<file path="config.mk">
export PLATFORM = sky130hd
export DESIGN_NAME = sram_addr_seq
export DESIGN_NICKNAME = d
export VERILOG_FILES = /design/src/rtl/sram_addr_seq.sv
export SDC_FILE = /design/constraint.sdc
export NUM_CORES = 1
export LEC_CHECK = 0
export BUFFER_PORTS_ARGS = -buffer_cell sky130_fd_sc_hd__buf_2
export CAP_MARGIN = 25
export CORE_MARGIN = 5
export CORE_UTILIZATION = 55
export CTS_CLUSTER_SIZE = 16
export DETAILED_ROUTE_END_ITERATION = 16
export HOLD_SLACK_MARGIN = 0.1
export PLACE_DENSITY = 0.75
export SYNTH_ARGS = -nofsm -noshare
export SYNTH_HDL_FRONTEND = slang
export SYNTH_SLANG_ARGS = --single-unit
</file>
<file path="constraint.sdc">
create_clock -name clk -period 3.4 [get_ports clk]
set_input_delay 0.68 -clock clk [delete_from_list [all_inputs] [get_ports clk]]
set_output_delay 0.68 -clock clk [all_outputs]
set_load 0.01 [all_outputs]
</file>
<file path="src/rtl/sram_addr_seq.sv">
// SRAM address sequencer: deserialises the AVR address word, then drives
// timed ce/oe/we strobes and post-increments the address per access.
module sram_addr_seq #(
    parameter int unsigned ADDR_W     = 21,
    parameter int unsigned STROBE_CYC = 2,
    parameter bit          AUTO_INC   = 1'b1
) (
    input  logic              clk,
    input  logic              rst_n,
    input  logic              avr_clk,
    input  logic              avr_si,
    input  logic [2:0]        avr_ctrl,
    input  logic              avr_oe,
    input  logic              avr_we,
    output logic [ADDR_W-1:0] sram_addr,
    output logic              sram_ce_n,
    output logic              sram_oe_n,
    output logic              sram_we_n,
    output logic              busy,
    output logic              addr_loaded,
    output logic              req_err
);

    localparam int unsigned CNT_W = $clog2(ADDR_W + 1);
    localparam logic [2:0] MODE_SHIFT  = 3'b001;
    localparam logic [2:0] MODE_ACCESS = 3'b010;
    localparam logic [2:0] MODE_CLEAR  = 3'b111;
    localparam logic [3:0] STROBE_LAST = 4'(STROBE_CYC - 1);

    typedef enum logic [2:0] {S_IDLE, S_RD, S_WR_SU, S_WR, S_WR_HD, S_INC} state_t;

    state_t            state_q, state_d;
    logic [2:0]        clk_sync_q, clk_sync_d, oe_sync_q, oe_sync_d, we_sync_q, we_sync_d;
    logic [1:0]        si_sync_q, si_sync_d;
    logic [2:0]        ctrl1_q, ctrl1_d, ctrl2_q, ctrl2_d;
    logic [ADDR_W-2:0] shift_q, shift_d;
    logic [CNT_W-1:0]  bcnt_q, bcnt_d;
    logic [3:0]        scnt_q, scnt_d;
    logic [ADDR_W-1:0] addr_q, addr_d;
    logic              clr_pend_q, clr_pend_d;
    logic              ce_n_q, ce_n_d, oe_n_q, oe_n_d, we_n_q, we_n_d;
    logic              busy_q, busy_d, loaded_q, loaded_d, err_q, err_d;
    logic              clk_rise, oe_rise, we_rise, si, idle;

    assign clk_rise = clk_sync_q[1] & ~clk_sync_q[2];
    assign oe_rise  = oe_sync_q[1] & ~oe_sync_q[2];
    assign we_rise  = we_sync_q[1] & ~we_sync_q[2];
    assign si       = si_sync_q[1];
    assign idle     = (state_q == S_IDLE);

    always_comb begin
        clk_sync_d = {clk_sync_q[1:0], avr_clk};
        oe_sync_d  = {oe_sync_q[1:0], avr_oe};
        we_sync_d  = {we_sync_q[1:0], avr_we};
        si_sync_d  = {si_sync_q[0], avr_si};
        ctrl1_d    = avr_ctrl;
        ctrl2_d    = ctrl1_q;
        state_d    = state_q;
        shift_d    = shift_q;
        bcnt_d     = bcnt_q;
        scnt_d     = scnt_q;
        addr_d     = addr_q;
        clr_pend_d = clr_pend_q;
        loaded_d   = 1'b0;
        err_d      = 1'b0;

        if (ctrl2_q != MODE_SHIFT) begin
            bcnt_d = '0;
        end else if (clk_rise && idle) begin
            shift_d = {shift_q[ADDR_W-3:0], si};
            if (bcnt_q == CNT_W'(ADDR_W - 1)) begin
                addr_d   = {shift_q, si};
                loaded_d = 1'b1;
                bcnt_d   = '0;
            end else begin
                bcnt_d = bcnt_q + 1'b1;
            end
        end

        // A CLEAR seen mid-access is remembered and applied once back in IDLE.
        if (ctrl2_q == MODE_CLEAR && !idle) clr_pend_d = 1'b1;
        if (idle && (ctrl2_q == MODE_CLEAR || clr_pend_q)) begin
            addr_d     = '0;
            bcnt_d     = '0;
            clr_pend_d = 1'b0;
        end

        case (state_q)
            S_IDLE: begin
                if (ctrl2_q == MODE_ACCESS) begin
                    if (oe_rise && we_rise) begin
                        err_d = 1'b1;
                    end else if (oe_rise) begin
                        state_d = S_RD;
                        scnt_d  = STROBE_LAST;
                    end else if (we_rise) begin
                        state_d = S_WR_SU;
                    end
                end
            end
            S_RD: begin
                if (scnt_q == '0) state_d = S_INC;
                else              scnt_d  = scnt_q - 1'b1;
            end
            S_WR_SU: begin
                state_d = S_WR;
                scnt_d  = STROBE_LAST;
            end
            S_WR: begin
                if (scnt_q == '0) state_d = S_WR_HD;
                else              scnt_d  = scnt_q - 1'b1;
            end
            S_WR_HD: state_d = S_INC;
            S_INC: begin
                state_d = S_IDLE;
                if (AUTO_INC) addr_d = addr_q + 1'b1;
            end
            default: state_d = S_IDLE;
        endcase

        if (!idle && (oe_rise || we_rise)) err_d = 1'b1;

        ce_n_d = !(state_d == S_RD || state_d == S_WR_SU || state_d == S_WR || state_d == S_WR_HD);
        oe_n_d = !(state_d == S_RD);
        we_n_d = !(state_d == S_WR);
        busy_d = (state_d != S_IDLE);
    end

    always_ff @(posedge clk or negedge rst_n) begin
        if (!rst_n) begin
            state_q    <= S_IDLE;
            clk_sync_q <= '0;
            oe_sync_q  <= '0;
            we_sync_q  <= '0;
            si_sync_q  <= '0;
            ctrl1_q    <= '0;
            ctrl2_q    <= '0;
            shift_q    <= '0;
            bcnt_q     <= '0;
            scnt_q     <= '0;
            addr_q     <= '0;
            clr_pend_q <= 1'b0;
            ce_n_q     <= 1'b1;
            oe_n_q     <= 1'b1;
            we_n_q     <= 1'b1;
            busy_q     <= 1'b0;
            loaded_q   <= 1'b0;
            err_q      <= 1'b0;
        end else begin
            state_q    <= state_d;
            clk_sync_q <= clk_sync_d;
            oe_sync_q  <= oe_sync_d;
            we_sync_q  <= we_sync_d;
            si_sync_q  <= si_sync_d;
            ctrl1_q    <= ctrl1_d;
            ctrl2_q    <= ctrl2_d;
            shift_q    <= shift_d;
            bcnt_q     <= bcnt_d;
            scnt_q     <= scnt_d;
            addr_q     <= addr_d;
            clr_pend_q <= clr_pend_d;
            ce_n_q     <= ce_n_d;
            oe_n_q     <= oe_n_d;
            we_n_q     <= we_n_d;
            busy_q     <= busy_d;
            loaded_q   <= loaded_d;
            err_q      <= err_d;
        end
    end

    assign sram_addr   = addr_q;
    assign sram_ce_n   = ce_n_q;
    assign sram_oe_n   = oe_n_q;
    assign sram_we_n   = we_n_q;
    assign busy        = busy_q;
    assign addr_loaded = loaded_q;
    assign req_err     = err_q;

endmodule

</file>
* After elaboration in Yosys (flattened, before gate mapping)
Cells that the tools add are included.
Operators by class: bitwise operators 7, mux-type cells 30, $add $sub $neg 3, equal/unequal tests 18, reductions and logical operators 26
Operators with widths (number):
- 21-bit two-way mux | 5
- 21-bit by 1-bit adder with 21-bit output, second input constant | 1
- 5-bit two-way mux | 4
- 3-bit two-way mux | 6
- 4-bit two-way mux | 4
- 3-bit by 2-bit == test with 1-bit output, second input constant | 5
- 3-bit one-hot mux with 5 select lines | 1
- 3-bit nonzero test | 5
- 3-bit == test, second input constant | 4
- 4-bit one-hot mux with 3 select lines | 1
- 1-bit two-way mux | 9
- 3-bit by 1-bit == test with 1-bit output, second input constant | 2
- 2-bit != test, second input constant | 3
- 3-bit by 1-bit != test with 1-bit output, second input constant | 2
- 5-bit by 1-bit adder with 5-bit output, second input constant | 1
- 5-bit == test, second input constant | 1
- 1-bit logical AND | 5
- 1-bit logical OR | 5
- 5-bit AND reduction | 1
- 1-bit zero test | 4
- 4-bit zero test | 1
- 1-bit NOT | 4
- 4-bit by 1-bit subtractor with 4-bit output, second input constant | 1
- 1-bit bitwise AND | 3
- 6 further kinds | 6
Word-level totals: word-level logic and storage cells 102, register bits 77, output and inout bits 27, input bits 9

* Logic depth before layout (Yosys ltp)
Gate-level depths: netlist of run 1.
depth after elaboration 12, gate-level depth with buffers 10

* Worst setup path after synthesis of run 1
OpenSTA, ideal clock, no wires.
path type register to register, start register state_q[2], end register addr_q[4] (netlist: sram_addr[4]), stages on the path, launching flop included 10, path slack 1278 ps, data arrival time 1983 ps, path through dfrtp_1 -> or3_1 -> buf_2 -> or4_4 -> buf_6 -> clkinv_2 -> nor3_2 -> buf_6 -> o21ai_1 -> o311ai_1
On the way: cells in the longest elaborated chain, start to end 4, elaborated cells on any way between the ends 10, classes of those cells eq/ne (2); mux (2); reduce/logical (6)
RTL lines:
- start: declaration | RTL line 32 | state_t state_q, state_d;
- start signal: assignment | RTL line 150 | state_q <= state_d;
- 3-bit zero test | RTL line 49 | assign idle = (state_q == S_IDLE);
- 1-bit logical AND, on equally long branches | RTL line 82, 69
- 3-bit by 1-bit != test with 1-bit output (no line) (tied with other cells)
- 3-bit AND reduction (no line) / 21-bit two-way mux (equally long branches)
- end signal: assignment | RTL line 160 | addr_q <= addr_d;
- end: declaration | RTL line 39 | logic [ADDR_W-1:0] addr_q, addr_d;
Parallel ways exist; a longest one is shown, timed or not. A chain may end at the register's enable or synchronous reset.

* Worst setup path in the final report of run 1
start register state_q[0], end register addr_q[14] (netlist: sram_addr[14])
Same word-level chain as after synthesis.

==> out/metrics.cfg, run 1 <==
[outcome]
status = finished clean

[die]
initial_core_util_pct = 55.6
die-width_um = 89.7
dieArea_mm2 = 0.00804
io_pins = 36
rows = 29
core_mm2 = 0.00628
die_h_um = 89.7

[route]
via_per_inst = 5.85
drtIter0Drc = 224
routed.top_layer = met4
routed-wl-met2_um = 3340
wl_met3_um = 353
ant_nets = 0
wl_per_cell_um = 15.4
vias = 2637
drc_errors = 0
drt-met1-wl_um = 3200
drt-total-wl_um = 6960
dr.pass1.iters = 4

[worst_setup_path]
worstSetupPathType = flip-flop to flip-flop
worstSetupStartpoint = state_q[0]
arrival_ns = 2.70
cp_data_required_time_ns = 3.58
worstReg2RegStart = state_q[0]
regToRegEndpoint = sram_addr[14]
cp-end-kind = flip-flop
critPathLaunchType = flip-flop
rr_worst_depth = 7
r2r_setup_slack_ns = 0.89
endpoint = sram_addr[14]
cp_max_fo = 25

[timing]
setup_violations = 0
finalClockSkew_ns = 0.00977
slew_violations = 0
whs_ns = 0.134
fmax_mhz = 398
finalHoldViolations = 0
finalSetupTns_ns = 0
fin_crit_ns = 2.51
period_share_pct = 73.9
slew_headroom_pct = 37.3
tightest_slew_ns = 0.937
rsz0062_at_grt = false

[power]
p_leak_nw = 1.88
p_int_mw = 1.76
seqPwrFrac_pct = 44.7
ir_worst_vdd_uv = 422
switching_share_pct = 31.5
pwr_density_cell_mw_per_mm2 = 639
clock_power_share_pct = 32.5
power.net_switching_uw = 808
combPwrFrac_pct = 22.7

[logic_synthesis]
syn_avg_cell_area_um2 = 10.6
synthCells = 330
synth_top_flop_cell = dfrtp_1
async_reset_ff_share_pct = 100
synthDominantCellAreaShare_pct = 53.0
synth_nets = 343
yosysWarnings = 0
synthAdderAreaFrac_pct = 1.43
yosysTopAreaCell = dfrtp_1
synth_common_cells = dfrtp_1 (74), nor2_1 (28), nand2_1 (24)
seq_area_frac_synth_pct = 55.3
synthMuxAreaShare_pct = 6.74
synth_area_mm2 = 0.00349
synth_edf_count = 0
synth_area_leaders = dfrtp_1 (53%), mux2_2 (6.5%), nor2_1 (3.0%), o21ai_1 (2.6%), nand2_1 (2.6%)
ys_types = 55
synth_compound_area_share_pct = 14.9
yosys.area_share.simple_pct = 17.8
ys_ff_latch = 77
synth_xor_xnor_area_share_pct = 0.753
synth_top_family_by_area = simple AND/OR/NAND/NOR gates
yosysMostFrequentCell = dfrtp_1

[clock_network]
cts_buffers = 9
numClockSinks = 77
clk_pin_slew_ns = 0.08
cts_buffer_depth = 2
cts_resized = 0
cts_root_buf = clkbuf_8
holdBufCountCts = 0
worstSkewPairLatency_ns = 0.35
cts_tree = done
post_cts_buffers = 0
cts_max_level = 3

[finish]
syn2layout_area_growth_pct = 15.0
num_antenna_cells = 0
post-route-util_pct = 63.9
drive_above_1_share_pct = 24.1
finalNonFillerCells = 451
final_nets = 382
final_area_mm2 = 0.00401

[placement]
placed_area_mm2 = 0.00374
gp_routability_congestion = 0.821
port_buffers = 35
dp_hpwl_um = 4650
dp.cells = 434

[flow_run]
cap_viol_max_count = 0

[global_route]
track_usage_pct = 19.8
grt-ovfl-total = 0
antenna_found_initial = 0
grt_max_degree = 78
grt_pass1_vias = 2532
grt_pass1_wl_um = 12100

[hold_path]
min_path_type = input port to asynchronous set/reset pin

-- per-stage QoR --
stage	power, mW	setup WS [ns]
global placement	1.72	0.989
floorplan	1.56	1.28
detailed placement	1.74	0.915
CTS	2.59	0.902
finish	2.56	0.887
global route	2.74	0.736
-- power groups by stage --
stage | sequential (mW) | clock (mW) | combinational, mW
2_1_floorplan | 1.14 | 0 | 0.417
3_3_place_gp | 1.16 | 0 | 0.566
3_5_place_dp | 1.17 | 0 | 0.578
4_1_cts | 1.15 | 0.854 | 0.586
5_1_grt | 1.17 | 0.896 | 0.669
6_report | 1.15 | 0.834 | 0.583
-- sequential cells by signal (all words and copies together), names as in the netlist --
name	flops
busy	1
clk_sync_q	3
addr_loaded	1
state_q	3
ctrl2_q	3
sram_oe_n	1
sram_ce_n	1
we_sync_q	3
shift_q	20
si_sync_q	2
ctrl1_q	3
sram_we_n	1
bcnt_q	5
sram_addr	21
req_err	1
scnt_q	4
oe_sync_q	3
clr_pend_q	1
-- how the worst min path moves through the flow --
stage	end	depth (start not counted)	slack, ns
2_1_floorplan	clk_sync_q[1]	0	0.33
3_3_place_gp	si_sync_q[1]	0	0.33
3_5_place_dp	oe_sync_q[1]	0	0.34
4_1_cts	si_sync_q[1]	0	0.35
5_1_grt	shift_q[11]	1	0.12
6_report	sram_addr[13]	1	0.13
-- logic make-up (layout without fill, tap and decap cells) --
kind of cell / count (synthesis) / in the layout
AND/OR/NAND/NOR: 118 / 118
AO/OA/AOI/OAI: 83 / 83
flip-flops: 77 / 77
buffers and inverters: 24 / 68
multiplexers: 21 / 21
adder cells (fa/ha/maj): 4 / 4
XOR/XNOR: 3 / 3
-- critical path: stages, from the launching register on --
cell,delay (ns)
dfrtp_1,0.54
or3_1,0.49
or4_4,0.63
clkinv_2,0.10
nor3_2,0.04
buf_4,0.22
o21ai_0,0.17
o311ai_0,0.15
-- cell usage in the layout, fill, tap and decap left out, types with 2 or more instances in the layout --
| cell type | instances |
|---|---|
| a31oi_1 | 5 |
| ha_1 | 4 |
| dfstp_2 | 3 |
| o21ai_1 | 18 |
| a21oi_1 | 17 |
| bufinv_16 | 3 |
| o211ai_1 | 3 |
| o311ai_1 | 4 |
| and3_1 | 5 |
| mux2_2 | 20 |
| nor4_1 | 2 |
| dfrtp_1 | 74 |
| nand2b_1 | 4 |
| clkbuf_8 | 9 |
| nand3_1 | 16 |
| and2_1 | 2 |
| clkinvlp_4 | 2 |
| or3_1 | 2 |
| nor2b_1 | 4 |
| nand2_1 | 24 |
| o21a_1 | 2 |
| nor3b_1 | 4 |
| xor2_1 | 2 |
| inv_1 | 9 |
| nand4_1 | 4 |
| nor3_1 | 10 |
| a22oi_1 | 4 |
| buf_2 | 34 |
| o21ai_0 | 14 |
| nor2_1 | 28 |
| nand3b_1 | 3 |
| a32oi_1 | 4 |
| buf_4 | 7 |
| or3b_2 | 2 |
-- layer usage --
layer	GRT usage, %	vias to the layer above
met2	29.5	64
met1	28.5	1284
met4	6.50	0
met5	0	-
met3	4.74	5
li1	-	1284
-- final cells by class --
type	instances	area, um2
Inverter	10	38.8
Clock inverter	7	123
Tap cell	77	96.3
Fill cell	500	2260
Sequential cell	77	1930
Clock buffer	9	124
Timing Repair Buffer	42	250
Multi-Input combinational cell	229	1450
Note: power is estimated with default switching activity, not from simulation.
==> run 2: changes to the inputs <==
ABC_AREA = 1   (was unset)
clock period = 2.37 ns   (was 3.4 ns; I/O delays follow)
==> run 2 against run 1 <==
  * Synthesized cell count is 35% higher
  * Global-route usage is 0.77 points higher
  * Final cell count is 27% higher
  * Die area up 7.6%
  * Sequential power grew 57%
  * Utilization fell by 2.0 points
  * Critical path depth grew 3
==> out/metrics.cfg, run 2 <==
[die]
rows = 30
initial_core_util_pct = 56.1
core_mm2 = 0.00676
die-width_um = 93.0
dieArea_mm2 = 0.00865
io_pins = 36
die_h_um = 93.0

[logic_synthesis]
yosysWarnings = 0
synth_top_family_by_area = simple AND/OR/NAND/NOR gates
synth_edf_count = 0
synthDominantCellAreaShare_pct = 48.9
synthMuxAreaShare_pct = 0
async_reset_ff_share_pct = 100
synthCells = 447
synth_compound_area_share_pct = 11.9
yosysMostFrequentCell = nand2_1
synth_nets = 460
synthAdderAreaFrac_pct = 1.32
ys_ff_latch = 77
yosysTopAreaCell = dfrtp_1
synth_common_cells = nand2_1 (128), dfrtp_1 (74), inv_1 (49)
yosys.area_share.simple_pct = 26.4
ys_types = 39
synth_top_flop_cell = dfrtp_1
syn_avg_cell_area_um2 = 8.48
seq_area_frac_synth_pct = 50.9
synth_area_mm2 = 0.00379
synth_area_leaders = dfrtp_1 (49%), nand2_1 (13%), inv_1 (4.9%), o21ai_0 (4.8%), nor2_1 (4.7%)
synth_xor_xnor_area_share_pct = 1.62

[timing]
finalSetupTns_ns = 0
fin_crit_ns = 1.86
slew_violations = 0
fmax_mhz = 539
finalHoldViolations = 0
tightest_slew_ns = 0.536
finalClockSkew_ns = 0.0103
whs_ns = 0.228
setup_ws_ns = 0.514
slew_headroom_pct = 64.3
period_share_pct = 78.3
setup_violations = 0
rsz0062_at_grt = false

[route]
drt-total-wl_um = 7920
dr.pass1.iters = 5
vias = 3019
drtIter0Drc = 220
via_per_inst = 5.28
wl_per_cell_um = 13.8
drc_errors = 0
ant_nets = 0

[worst_setup_path]
cp_data_required_time_ns = 2.61
critPathLaunchType = flip-flop
worstSetupPathType = flip-flop to flip-flop
rr_worst_depth = 10
worstReg2RegStart = state_q[2]
arrival_ns = 2.10
r2r_setup_slack_ns = 0.51
cp_max_fo = 35
regToRegEndpoint = sram_addr[11]
cp-end-kind = flip-flop

[placement]
port_buffers = 35
dp_hpwl_um = 5850
post-place-ws_ns = 0.525
gp_routability_congestion = 0.952

[clock_network]
cts_tree = done
cts_buffers = 9
cts_root_buf = clkbuf_8
clk_pin_slew_ns = 0.08
cts_max_level = 3
worstSkewPairLatency_ns = 0.35
post_cts_buffers = 0
numClockSinks = 77
cts_buffer_depth = 2

[outcome]
status = finished clean

[flow_run]
cap_viol_max_count = 0

[finish]
final_cell_mix = nand2_1 (128), dfrtp_1 (74), inv_1 (49)
largest_reg_flops = 21
drive_above_1_share_pct = 17.1
final_common_cell = nand2_1
num_antenna_cells = 0
final_nets = 500
syn2layout_area_growth_pct = 10.4
post-route-util_pct = 61.9

[hold_path]
hold_path_depth = 1
hold_end = clk_sync_q[0]
min_path_type = input port to flip-flop
holdCritStartpoint = avr_clk

[global_route]
antenna_found_initial = 0
grt_max_degree = 42
grt_pass1_wl_um = 13900
grt-ovfl-total = 0
track_usage_pct = 20.5
grt_pass1_vias = 2832

[power]
p_leak_nw = 2.00
pwr_density_cell_mw_per_mm2 = 965
ir_worst_vdd_uv = 380

## run 2: cell types whose count changed after synthesis, sizes merged, moves of 7 or more
cell    before  now
nand2       24  133
clkbuf      10    0
nor2        28   55
o21ai       32   46
a21oi       18   11
inv          9   53
nor3        12    4
o22ai        0   10
nand3       16   25
mux2        20    0
## run 2: worst max-delay path: stages, from the launching register on
cell	delay (ns)
dfrtp_1	0.41
inv_1	0.21
nand2_4	0.14
inv_4	0.10
nand2_4	0.07
nand2_4	0.14
inv_4	0.09
nand2_4	0.30
o21ai_0	0.16
nand2_1	0.08
nand2_1	0.05
## run 2: layout make-up
cell class	count	area (um2)
clock inverters	5	37.5
inverters	53	206
flip-flops and latches	77	1930
clock buffers	11	131
repair buffers	38	215
well taps	80	100
multi-input cells	308	1560
fillers	603	2570
## run 2: cells by family (layout without fill, tap and decap cells)
family | count (synthesis) | count (layout)
and+or+nand+nor | 221 | 221
DFF | 77 | 77
AOI/OAI and AO/OA | 76 | 76
buffers and inverters | 62 | 107
xor gates and xnor gates | 7 | 7
adders and majority gates | 4 | 4
## run 2: power breakdown
group | leakage [nW] | switching, mW | internal (mW) | total [mW]
combinational | 0.934 | 0.892 | 0.490 | 1.38
clock | 0.0795 | 0.477 | 0.382 | 0.859
sequential | 0.986 | 0.240 | 1.56 | 1.80
total | 2.00 | 1.61 | 2.43 | 4.04
## run 2: worst max-delay path by stage
| stage | to | from | cells past startpoint | slack, ns |
|---|---|---|---|---|
| floorplan | sram_addr[18] | sram_addr[1] | 9 | 0.91 |
| global placement | sram_addr[12] | state_q[2] | 10 | 0.61 |
| detailed placement | sram_addr[12] | state_q[2] | 10 | 0.53 |
| CTS | sram_addr[11] | state_q[2] | 10 | 0.50 |
| global route | sram_addr[12] | state_q[2] | 10 | 0.27 |
| finish | sram_addr[11] | state_q[2] | 10 | 0.51 |
## run 2: timing repair
| item | 4_1_cts | 5_1_grt |
|---|---|---|
| gates resized for setup | 0 | 0 |
| endpoints found under the hold margin | 1 | 0 |
| hold buffers | 1 | 0 |
## run 2: layer usage
layer | vias to the layer above | global-route usage [%] | share of wire (%)
li1 | 1516 | - | -
met1 | 1396 | 30.2 | 47
met2 | 95 | 29.9 | 45
met3 | 12 | 4.75 | 6.9
met4 | 0 | 7.08 | 2.0
met5 | - | 0 | 0
## run 2: per-stage QoR
step	cell area (um2)	power, mW	instances
floorplan	3790	2.87	447
global placement	4010	3.16	555
detailed placement	4010	3.21	555
CTS	4180	4.08	572
global route	4180	4.35	572
finish	4180	4.04	572
==> run 3: changes to the inputs <==
ABC_AREA = 0   (was 1)
CORE_UTILIZATION = 53   (was 55)
PLACE_DENSITY = 0.76   (was 0.75)
clock period = 1.5 ns   (was 2.37 ns; I/O delays follow)
==> run 3 against run 2 <==
  * The run now ends with setup timing left
  * Die area decreased by 3.9%
  * Worst hold slack better by 0.12 ns
  * Sequential cell count unchanged
  * Setup slack lost 1.1 ns
  * Design area rose by 21%
  * Sequential share of layout area decreased by 7.9 points
  * Clock skew increased by 0.0035 ns
==> out/metrics.cfg, run 3 (synthesis results as in run 1) <==
[outcome]
status = finished, violations left
violations = setup timing

[global_route]
grt_pass1_wl_um = 15600
track_usage_pct = 23.2
grt-ovfl-total = 0
antenna_found_initial = 0
grt_pass1_vias = 3205
grt_max_degree = 34

[timing]
slew_headroom_pct = 69.9
whs_ns = 0.351
finalSetupTns_ns = -18.68
tightest_slew_ns = 0.451
setup_ws_ns = -0.596
finalHoldViolations = 0
slew_violations = 0
setup_violations = 54
finalClockSkew_ns = 0.0138
rsz0062_at_grt = true
period_share_pct = 140
fmax_mhz = 477
fin_crit_ns = 2.10

[worst_setup_path]
cp_max_fo = 3
critPathLaunchType = flip-flop
cp_data_required_time_ns = 1.74
rr_worst_depth = 5
cp-end-kind = flip-flop
arrival_ns = 2.33
worstSetupPathType = flip-flop to flip-flop

[clock_network]
clk_pin_slew_ns = 0.08
cts_buffers = 9
cts_tree = done
worstSkewPairLatency_ns = 0.36
cts_max_level = 3
cts_root_buf = clkbuf_8
cts_buffer_depth = 2
numClockSinks = 77

[route]
drtIter0Drc = 345
drc_errors = 0
ant_nets = 0
drt-total-wl_um = 10100
vias = 3305
dr.pass1.iters = 6
via_per_inst = 6.12
wl_per_cell_um = 18.7

[power]
power.net_switching_mw = 2.33
switching_share_pct = 33.9
combPwrFrac_pct = 37.8
clock_power_share_pct = 25.9
seqPwrFrac_pct = 36.3
p_int_mw = 4.53
ir_worst_vdd_uv = 976
power_mw = 6.86
p_leak_nw = 2.41
pwr_density_cell_mw_per_mm2 = 1360

[die]
die_h_um = 91.2
dieArea_mm2 = 0.00831
rows = 29
die-width_um = 91.2
core_mm2 = 0.00639
initial_core_util_pct = 54.7
io_pins = 36

[hold_path]
hold_path_depth = 0
min_path_type = flip-flop to flip-flop

[finish]
syn2layout_area_growth_pct = 44.7
post-route-util_pct = 79.1
final_common_cell = dfrtp_1
largest_reg_flops = 21
drive_above_1_share_pct = 44.5
final_cell_mix = dfrtp_1 (74), buf_4 (63), buf_2 (34)
final_area_mm2 = 0.00505
num_antenna_cells = 0
final_nets = 471
finalNonFillerCells = 540

[placement]
dp_hpwl_um = 5660
port_buffers = 35
dp.cells = 500
post-place-ws_ns = -0.634
placed_area_mm2 = 0.00434
gp_routability_congestion = 0.875

[flow_run]
cap_viol_max_count = 0

-- run 3: cell count changes in the layout (fill, tap and decap cells not counted), moves of 9 or more --
| cell | before | now |
|---|---|---|
| o21ai_1 | 6 | 24 |
| nor2_1 | 47 | 26 |
| mux2_2 | 0 | 18 |
| o22ai_1 | 10 | 0 |
| inv_1 | 49 | 8 |
| nand2_1 | 128 | 19 |
| buf_4 | 2 | 63 |
| buf_6 | 0 | 13 |
| nand3_1 | 23 | 14 |
| o21ai_0 | 36 | 3 |
-- run 3: metal layers --
| metal | GRT usage [%] | wire, um | up-vias |
|---|---|---|---|
| met5 | 0 | 0 | - |
| li1 | - | - | 1472 |
| met3 | 3.97 | 726 | 37 |
| met4 | 9.66 | 313 | 0 |
| met2 | 36.7 | 4930 | 192 |
| met1 | 31.8 | 4120 | 1604 |
-- run 3: cell type report --
class                           count  area (um2)
Sequential cell                    77        1930
Multi-Input combinational cell    232        1700
Fill cell                         368        1340
Timing Repair Buffer              128        1060
Clock buffer                       10         138
Tap cell                           77        96.3
Clock inverter                      6        86.3
Inverter                           10        42.5
-- run 3: path summary, 6_finish.rpt --
check	endpoint	start	slack [ns]
min in group asynchronous	clk_sync_q[0]	rst_n	0.38
worst min register to register	si_sync_q[1]	si_sync_q[0]	0.35
worst max register to register	sram_addr[17]	ctrl2_q[1]	-0.60
worst min-delay path	si_sync_q[1]	si_sync_q[0]	0.35
worst max-delay path	sram_addr[17]	ctrl2_q[1]	-0.60
max in group asynchronous	sram_addr[17]	rst_n	0.65
-- run 3: what timing repair did --
action	in CTS	in global routing
setup buffers	10	5
endpoints found under the setup margin	50	57
pin swaps	31	11
endpoints found under the hold margin	24	0
hold buffers	8	0
gates cloned	4	0
gates resized for setup	50	20
-- run 3: critical path: stages (launching register included) --
cell	delay, ns
dfrtp_1	0.39
or3b_4	0.40
or4_4	0.60
buf_6	0.16
o21a_1	0.17
o31a_1	0.28
-- run 3: power groups by stage --
stage	sequential [mW]	combinational (mW)	clock, mW
floorplan	2.59	1.04	0
global placement	2.50	1.99	0
detailed placement	2.51	2.05	0
CTS	2.48	2.33	1.77
global route	2.51	2.77	1.89
finish	2.49	2.59	1.78
